**src/rtl/parking_gate_ctrl.sv**
```systemverilog
// parking_gate_ctrl: debounced two-beam lane FSMs driving entry/exit barriers and arbitrated car_in/car_out pulses
module parking_gate_ctrl_db #(
  parameter int CYCLES = 16
) (
  input  logic clk,
  input  logic reset,
  input  logic i_raw,
  output logic o_deb
);
  localparam int CW = $clog2(CYCLES + 1);
  logic r_s1, r_s2, r_deb;
  logic [CW-1:0] r_cnt;
  always_ff @(posedge clk) begin
    if (reset) begin
      r_s1  <= 1'b0;
      r_s2  <= 1'b0;
      r_deb <= 1'b0;
      r_cnt <= '0;
    end else begin
      r_s1 <= i_raw;
      r_s2 <= r_s1;
      if (r_s2 == r_deb) r_cnt <= '0;
      else if (r_cnt == CW'(CYCLES - 1)) begin
        r_deb <= r_s2;
        r_cnt <= '0;
      end else r_cnt <= r_cnt + 1'b1;
    end
  end
  assign o_deb = r_deb;
endmodule

module parking_gate_ctrl_lane #(
  parameter int TIMEOUT  = 50000,
  parameter bit HAS_FULL = 1'b1
) (
  input  logic clk,
  input  logic reset,
  input  logic i_a,
  input  logic i_b,
  input  logic i_full,
  output logic o_done,
  output logic o_gate,
  output logic o_lamp,
  output logic o_fault
);
  localparam int TW = $clog2(TIMEOUT + 1);
  localparam logic [2:0] IDLE = 3'd0, WAIT_FULL = 3'd1, OPEN = 3'd2,
                         PASS = 3'd3, CLEAR = 3'd4, FAULT = 3'd5;
  logic [2:0] r_state, w_next;
  logic [TW-1:0] r_cnt;
  logic r_gate, r_lamp, r_fault, w_done, w_busy;
  assign w_busy = (r_state == OPEN) || (r_state == PASS) || (r_state == CLEAR);
  always_comb begin
    w_next = r_state;
    w_done = 1'b0;
    case (r_state)
      IDLE:      if (i_a) w_next = (HAS_FULL && i_full) ? WAIT_FULL : OPEN;
      WAIT_FULL: w_next = !i_a ? IDLE : (!i_full ? OPEN : WAIT_FULL);
      OPEN:      w_next = (i_a && i_b) ? PASS : ((!i_a && !i_b) ? IDLE : OPEN);
      PASS:      w_next = (!i_a && i_b) ? CLEAR : ((i_a && !i_b) ? OPEN : PASS);
      CLEAR: begin
        w_next = (i_a && i_b) ? PASS : ((!i_a && !i_b) ? IDLE : CLEAR);
        w_done = !i_a && !i_b;
      end
      FAULT:     w_next = (!i_a && !i_b) ? IDLE : FAULT;
      default:   w_next = IDLE;
    endcase
    // a stuck crossing wins over any transition due in the same cycle
    if (w_busy && r_cnt == TW'(TIMEOUT - 1)) begin
      w_next = FAULT;
      w_done = 1'b0;
    end
  end
  always_ff @(posedge clk) begin
    if (reset) begin
      r_state <= IDLE;
      r_cnt   <= '0;
      r_gate  <= 1'b0;
      r_lamp  <= 1'b0;
      r_fault <= 1'b0;
    end else begin
      r_state <= w_next;
      r_cnt   <= (w_next != r_state) ? '0 : (w_busy ? r_cnt + 1'b1 : r_cnt);
      r_gate  <= (w_next == OPEN) || (w_next == PASS) || (w_next == CLEAR) || (w_next == FAULT);
      r_lamp  <= w_next == WAIT_FULL;
      r_fault <= w_next == FAULT;
    end
  end
  assign o_done  = w_done;
  assign o_gate  = r_gate;
  assign o_lamp  = r_lamp;
  assign o_fault = r_fault;
endmodule

module parking_gate_ctrl #(
  parameter int DEBOUNCE_CYCLES = 16,
  parameter int TIMEOUT_CYCLES  = 50000
) (
  input  logic clk,
  input  logic reset,
  input  logic ent_a,
  input  logic ent_b,
  input  logic ext_a,
  input  logic ext_b,
  input  logic full,
  output logic car_in,
  output logic car_out,
  output logic gate_in_open,
  output logic gate_out_open,
  output logic full_lamp,
  output logic fault_in,
  output logic fault_out
);
  logic [3:0] w_raw, w_deb;
  logic w_in_done, w_out_done, w_in_lamp, w_out_lamp;
  logic r_car_in, r_car_out, r_pend;
  assign w_raw = {ext_b, ext_a, ent_b, ent_a};
  for (genvar i = 0; i < 4; i++) begin : g_db
    parking_gate_ctrl_db #(.CYCLES(DEBOUNCE_CYCLES)) u_db (
      .clk(clk), .reset(reset), .i_raw(w_raw[i]), .o_deb(w_deb[i])
    );
  end
  parking_gate_ctrl_lane #(.TIMEOUT(TIMEOUT_CYCLES), .HAS_FULL(1'b1)) u_in (
    .clk(clk), .reset(reset), .i_a(w_deb[0]), .i_b(w_deb[1]), .i_full(full),
    .o_done(w_in_done), .o_gate(gate_in_open), .o_lamp(w_in_lamp), .o_fault(fault_in)
  );
  parking_gate_ctrl_lane #(.TIMEOUT(TIMEOUT_CYCLES), .HAS_FULL(1'b0)) u_out (
    .clk(clk), .reset(reset), .i_a(w_deb[2]), .i_b(w_deb[3]), .i_full(1'b0),
    .o_done(w_out_done), .o_gate(gate_out_open), .o_lamp(w_out_lamp), .o_fault(fault_out)
  );
  assign full_lamp = w_in_lamp | w_out_lamp;
  // exit defers one cycle on a tie; neither lane can complete again that soon
  always_ff @(posedge clk) begin
    if (reset) begin
      r_car_in  <= 1'b0;
      r_car_out <= 1'b0;
      r_pend    <= 1'b0;
    end else begin
      r_car_in  <= w_in_done;
      r_car_out <= (w_out_done && !w_in_done) || r_pend;
      r_pend    <= w_out_done && w_in_done;
    end
  end
  assign car_in  = r_car_in;
  assign car_out = r_car_out;
endmodule
```
**config.mk**
```make
export PLATFORM = sky130hd
export DESIGN_NAME = parking_gate_ctrl
export DESIGN_NICKNAME = d
export VERILOG_FILES = /design/src/rtl/parking_gate_ctrl.sv
export SDC_FILE = /design/constraint.sdc
export NUM_CORES = 1
export LEC_CHECK = 0
export ABC_CLOCK_PERIOD_IN_PS = 2330
export CORE_ASPECT_RATIO = 0.75
export CORE_MARGIN = 10
export CORE_UTILIZATION = 30
export CTS_CLUSTER_DIAMETER = 40
export DETAILED_ROUTE_END_ITERATION = 12
export PLACE_DENSITY = 0.53
export SYNTH_ARGS = -nofsm -noshare
export SYNTH_HDL_FRONTEND = slang
export SYNTH_SLANG_ARGS = --single-unit
```
**constraint.sdc**
```tcl
create_clock -name clk -period 2.33 [get_ports clk]
set_input_delay 0.466 -clock clk [delete_from_list [all_inputs] [get_ports clk]]
set_output_delay 0.466 -clock clk [all_outputs]
set_load 0.01 [all_outputs]
```
* After elaboration in Yosys (flattened, before gate mapping)
Cells that the tools add are included.
W data, S select, Z words.
** Storage, ports and cells
- Flip-flop bits (word level) :: 79
- Bits of input ports :: 7
- Output and inout port bits :: 7
- Logic and storage cells :: 139
** Cells by class
- Add/subtract/negate cells :: 6
- Equality and inequality tests :: 32
- Mux-type cells :: 27
- Bitwise gates (word level) :: 5
- Reduce and logical (&&, ||, !) cells :: 40
** Operator list (count)
- $mux W3 :: 15
- $pmux W3 S6 :: 2
- $add A16 B1 Y16 const B :: 2
- $eq A16 B16 Y1 const B :: 2
- $eq A3 B2 Y1 const B :: 8
- $eq A3 B3 Y1 const B :: 8
- $add A5 B1 Y5 const B :: 4
- $eq A5 B4 Y1 const B :: 4
- $eq A3 B1 Y1 const B :: 4
- $logic_and A1 B1 Y1 :: 12
- $reduce_or A3 Y1 :: 4
- $logic_or A1 B1 Y1 :: 11
- $mux W2 :: 4
- $reduce_and A2 Y1 :: 4
- $logic_not A3 Y1 :: 2
- $mux W1 :: 6
- $ne A3 B3 Y1 :: 2
- $logic_not A1 Y1 :: 5
- $eq A1 B1 Y1 :: 4
- $not A1 Y1 :: 4
- $reduce_or A2 Y1 :: 2
- $or A1 B1 Y1 :: 1

* Depth between registers and ports, before layout
- Word-level depth :: 10
- Mapped depth :: 8
- Gate-level depth less buffers :: 7

* Cells and area by module
Synthesis repeated with hierarchy kept, for this count alone.
** Unflattened totals
- Cells, all modules :: 405
- Area, all modules :: 3888.7 sq um
** By module, submodules not included
- parking_gate_ctrl_lane (u_in) :: times used 1, cells each 149, area each 1345.0 sq um, sequential area each 440.4 sq um
- parking_gate_ctrl_lane (u_out) :: times used 1, cells each 138, area each 1292.5 sq um, sequential area each 440.4 sq um
- parking_gate_ctrl_db :: times used 4, cells each 27, area each 286.5 sq um, sequential area each 160.2 sq um
- parking_gate_ctrl :: times used 1, cells each 10, area each 105.1 sq um, sequential area each 60.1 sq um

* Worst setup path before layout
Ideal clock, no wire load.
- Path type :: register to register
- From :: reg g_db[0].u_db.r_deb
- To :: reg u_in.r_cnt[15]
- Library setup time :: 122 ps
- Arrival time :: 2014 ps
- Required time :: 2208 ps
- Setup slack :: 195 ps
- Stages on the path, launching flop included :: 9
- Path buffers :: 1
- Period minus slack after synthesis :: 2135 ps
- Path through :: dfxtp_1 -> inv_1 -> ha_1 -> or3b_2 -> a21oi_1 -> o22ai_2 -> mux2i_2 -> buf_6 -> nor4_4
** Between the ends
- Longest elaborated chain between the ends :: 8
- Elaborated cells between the ends (all ways) :: 18
- Those cells by class :: eq/ne: 1; mux: 11; reduce/logical: 6
** RTL lines
- from (decl) :: line 11 : logic r_s1, r_s2, r_deb;
- from (signal assigned) :: line 24 : r_deb <= r_s2;
- $logic_not A1 Y1
- $logic_and A1 B1 Y1 :: line 59, 62, 65
- $mux W2 or $mux W3 (tied branches) :: line 59, 62
- $mux W3, on equally long branches :: line 59, 62
- $pmux W3 S6 * :: line 56 : case (r_state)
- $mux W3 * :: line 69 : if (w_busy && r_cnt == TW'(TIMEOUT - 1)) begin
- $ne A3 B3 Y1 * :: line 83 : r_cnt <= (w_next != r_state) ? '0 : (w_busy ? r_cnt + 1'b1 : r_cnt);
- $reduce_or A2 Y1 (no source line) *
- to (signal assigned) :: line 83
- to (decl) :: line 50 : logic [TW-1:0] r_cnt;
Mark *: on every way between the ends. The rest lies on a longest branch, timed or not.
A chain may end at the register's enable or synchronous reset.

* Worst setup path after layout
- From :: reg u_in.r_cnt[11]
- To :: reg u_in.r_cnt[12]
** Between the ends
- Longest elaborated chain between the ends :: 5
- Elaborated cells between the ends (all ways) :: 6
- Those cells by class :: add/sub: 1; eq/ne: 2; mux: 1; reduce/logical: 2
** RTL lines (line)
- $eq A16 B16 Y1 :: 69
- $logic_and A1 B1 Y1 :: 69
- $mux W3 :: 69
- $ne A3 B3 Y1 :: 83
- $reduce_or A2 Y1 (no source line)
Several ways; a longest one is shown, not always the timed one.

==> flow_summary.toml <==
[critical_path]
worstPathRequired_ns = 2.57
reg2reg_from = "u_in.r_cnt[11]"
endpoint_kind = "flop"
arrival_ns = 2.47
path_max_fanout = 16
startpoint_type = "flop"
startpoint = "u_in.r_cnt[11]"
worstSetupPathType = "flop to flop"

[route]
wire_per_inst_um = 12.7
postRouteAntennaNets = 0
drcViolationCount = 0
avgViaCountPerCell = 4.61
drt_iter0_markers = 175
wirelength_mm = 7.64
vias = 2768
first_pass_iters = 4
wl_met1_mm = 3.96
top_layer_used = "met4"
wl_met3_um = 363
wl_met2_mm = 3.17

[grt]
antenna_found_initial = 0
grt_pass1_wl_mm = 13.0
overflow = 0
grt_usage_pct = 8.99
grt_max_degree = 30
grt_pass1_vias = 2669

[yosys]
yosysSeqAreaShare_pct = 41.4
synth_edf_count = 0
synth_most_common_cell = "dfxtp_1"
synth_warnings = 0
synth-main-ff-cell = "dfxtp_1"
synth_top_area_share_pct = 41.4
synthesis.area_um2 = 3820
yosys.area.top_type = "dfxtp_1"
synth_area_leaders = "dfxtp_1 (41%), xnor2_1 (6.4%), ha_1 (5.9%)"
synth-async-reset-ratio_pct = 0
synth_cell_types = 54
yosys-top-cells-count = "dfxtp_1 (79), nor2_1 (44), xnor2_1 (28)"
yosys_register_bits = 79
syn_inst = 396
avgSynthCellArea_um2 = 9.66
syn-num-nets = 421

[final_layout]
drive_above_1_share_pct = 16.4
syn_to_final_growth_pct = 21.7
final_net_count = 454
num_antenna_cells = 0
final_area_um2 = 4650

[placement]
portBuffers = 13
post-place-ws_ns = -0.282
gp_congestion = 0.830
place_hpwl_mm = 5.40
placed_cell_area_um2 = 4260

[die]
start_util_pct = 30.9
io_pins = 14
rows = 35
die_h_um = 118
die_area_um2 = 17700
coreArea_um2 = 12400
die_x_um = 150

[clock_network]
cts-root-buf = "clkbuf_16"
cts_tree = "done"
post_cts_resized = 0
clkSinkCount = 79
numCtsBuffers = 9
cts.clk_slew.worst_paths_ns = 0.06
clock_latency_ns = 0.34
ctsLongestPathBuffers = 2
cts_setup_buffers = 0
cts.htree.levels = 3
holdBufCountCts = 0

[run]
maxCapViolCount = 0

[hold_path]
hold_path.startpoint = "g_db[0].u_db.r_cnt[0]"
hp-class = "flop to flop"

[timing]
hold_violations = 0
skew_ns = 0.00896
finalCriticalPeriod_ns = 2.22
slew_violations = 0
fmax_ghz = 0.450
fin_ws_ns = 0.106
setup_viol = 0
worst_pin_slew_ns = 0.677
slew_headroom_pct = 54.7
fin_crit_sh_pct = 95.5

[power_and_ir_drop]
p_leak_nw = 1.59
max-vdd-ir-drop_v = 0.000416
power_density_nw_per_um2 = 676

[status]
outcome = "finished clean"
where the power goes:
group,internal (mW),switching [mW],total (mW)
clock network,1.16,0.572,1.73
logic,0.0214,0.0280,0.0494
registers,1.36,0.00430,1.36
total,2.54,0.605,3.15
worst max-delay path, cell delays in order (launching register included):
cell and delay [ns]:
dfxtp_1 0.36, nor4b_1 0.44, nand4_1 0.33, o221ai_2 0.41, xnor2_4 0.26, nor4_2 0.33
flip-flops by register name, indices dropped and copies added, names as in the netlist:
signal	flops
car_in	1
car_out	1
g_db.u_db.o_deb	4
g_db.u_db.r_cnt	20
g_db.u_db.r_s1	4
g_db.u_db.r_s2	4
r_pend	1
u_in.o_fault	1
u_in.o_gate	1
u_in.o_lamp	1
u_in.r_cnt	16
u_in.r_state	3
u_out.o_fault	1
u_out.o_gate	1
u_out.o_lamp	1
u_out.r_cnt	16
u_out.r_state	3
per-layer routing:
| layer | vias to the layer above | track usage (%) |
|---|---|---|
| li1 | 1447 | - |
| met1 | 1268 | 12.6 |
| met2 | 42 | 12.0 |
| met3 | 11 | 2.84 |
| met4 | 0 | 4.18 |
| met5 | - | 0 |
worst paths after layout:
path | to | slack, ns | cells past startpoint
worst max-delay path | u_in.r_cnt[12] | 0.11 | 5
worst min-delay path | g_db[0].u_db.r_cnt[0] | 0.44 | 1
worst max register to register | u_in.r_cnt[12] | 0.11 | 5
worst min register to register | g_db[0].u_db.r_cnt[0] | 0.44 | 1
layout make-up:
cell class,instances,area [um2]
timing repair buffer,37,330
clock buffer,9,225
fill,1230,7740
tap,166,208
sequential,79,1580
clock inverter,7,143
inverter,23,86.3
multi-input combinational,279,2080
cell families after synthesis:
family	count (synthesis)	share of synthesized area [%]
buffers and inverters	38	4.91
flip-flops	79	41.4
AO/OA/AOI/OAI	32	6.48
XOR/XNOR	49	11.6
multiplexers	8	2.19
AND/OR/NAND/NOR	172	27.6
adder cells (fa/ha/maj)	18	5.89
placed cells by master, fill, tap and decap left out, drive strengths merged, types with 7 or more instances in the layout:
cell           count
nand2             14
clkdlybuf4s50     12
a21oi             10
buf               25
nand3             15
xnor2             29
nor2              44
ha                18
inv               25
nor2b             13
o21ai              7
mux2i              8
nor4              31
nor3              12
dfxtp             79
xor2              20
clkbuf             9
per-stage QoR:
step / total power, mW / setup TNS (ns) / hold WS, ns / cells / utilization [%]
after floorplan: 1.42 / 0 / 0.411 / 396 / -
after global placement: 1.44 / -3.50 / 0.431 / 584 / 34.4
after detailed placement: 1.44 / -4.16 / 0.434 / 584 / 34.4
after CTS: 3.19 / 0 / 0.443 / 600 / 37.3
after global routing: 3.26 / -0.00915 / 0.461 / 600 / 37.5
final: 3.15 / 0 / 0.445 / 600 / 37.5
(Power assumes the default switching activity.)
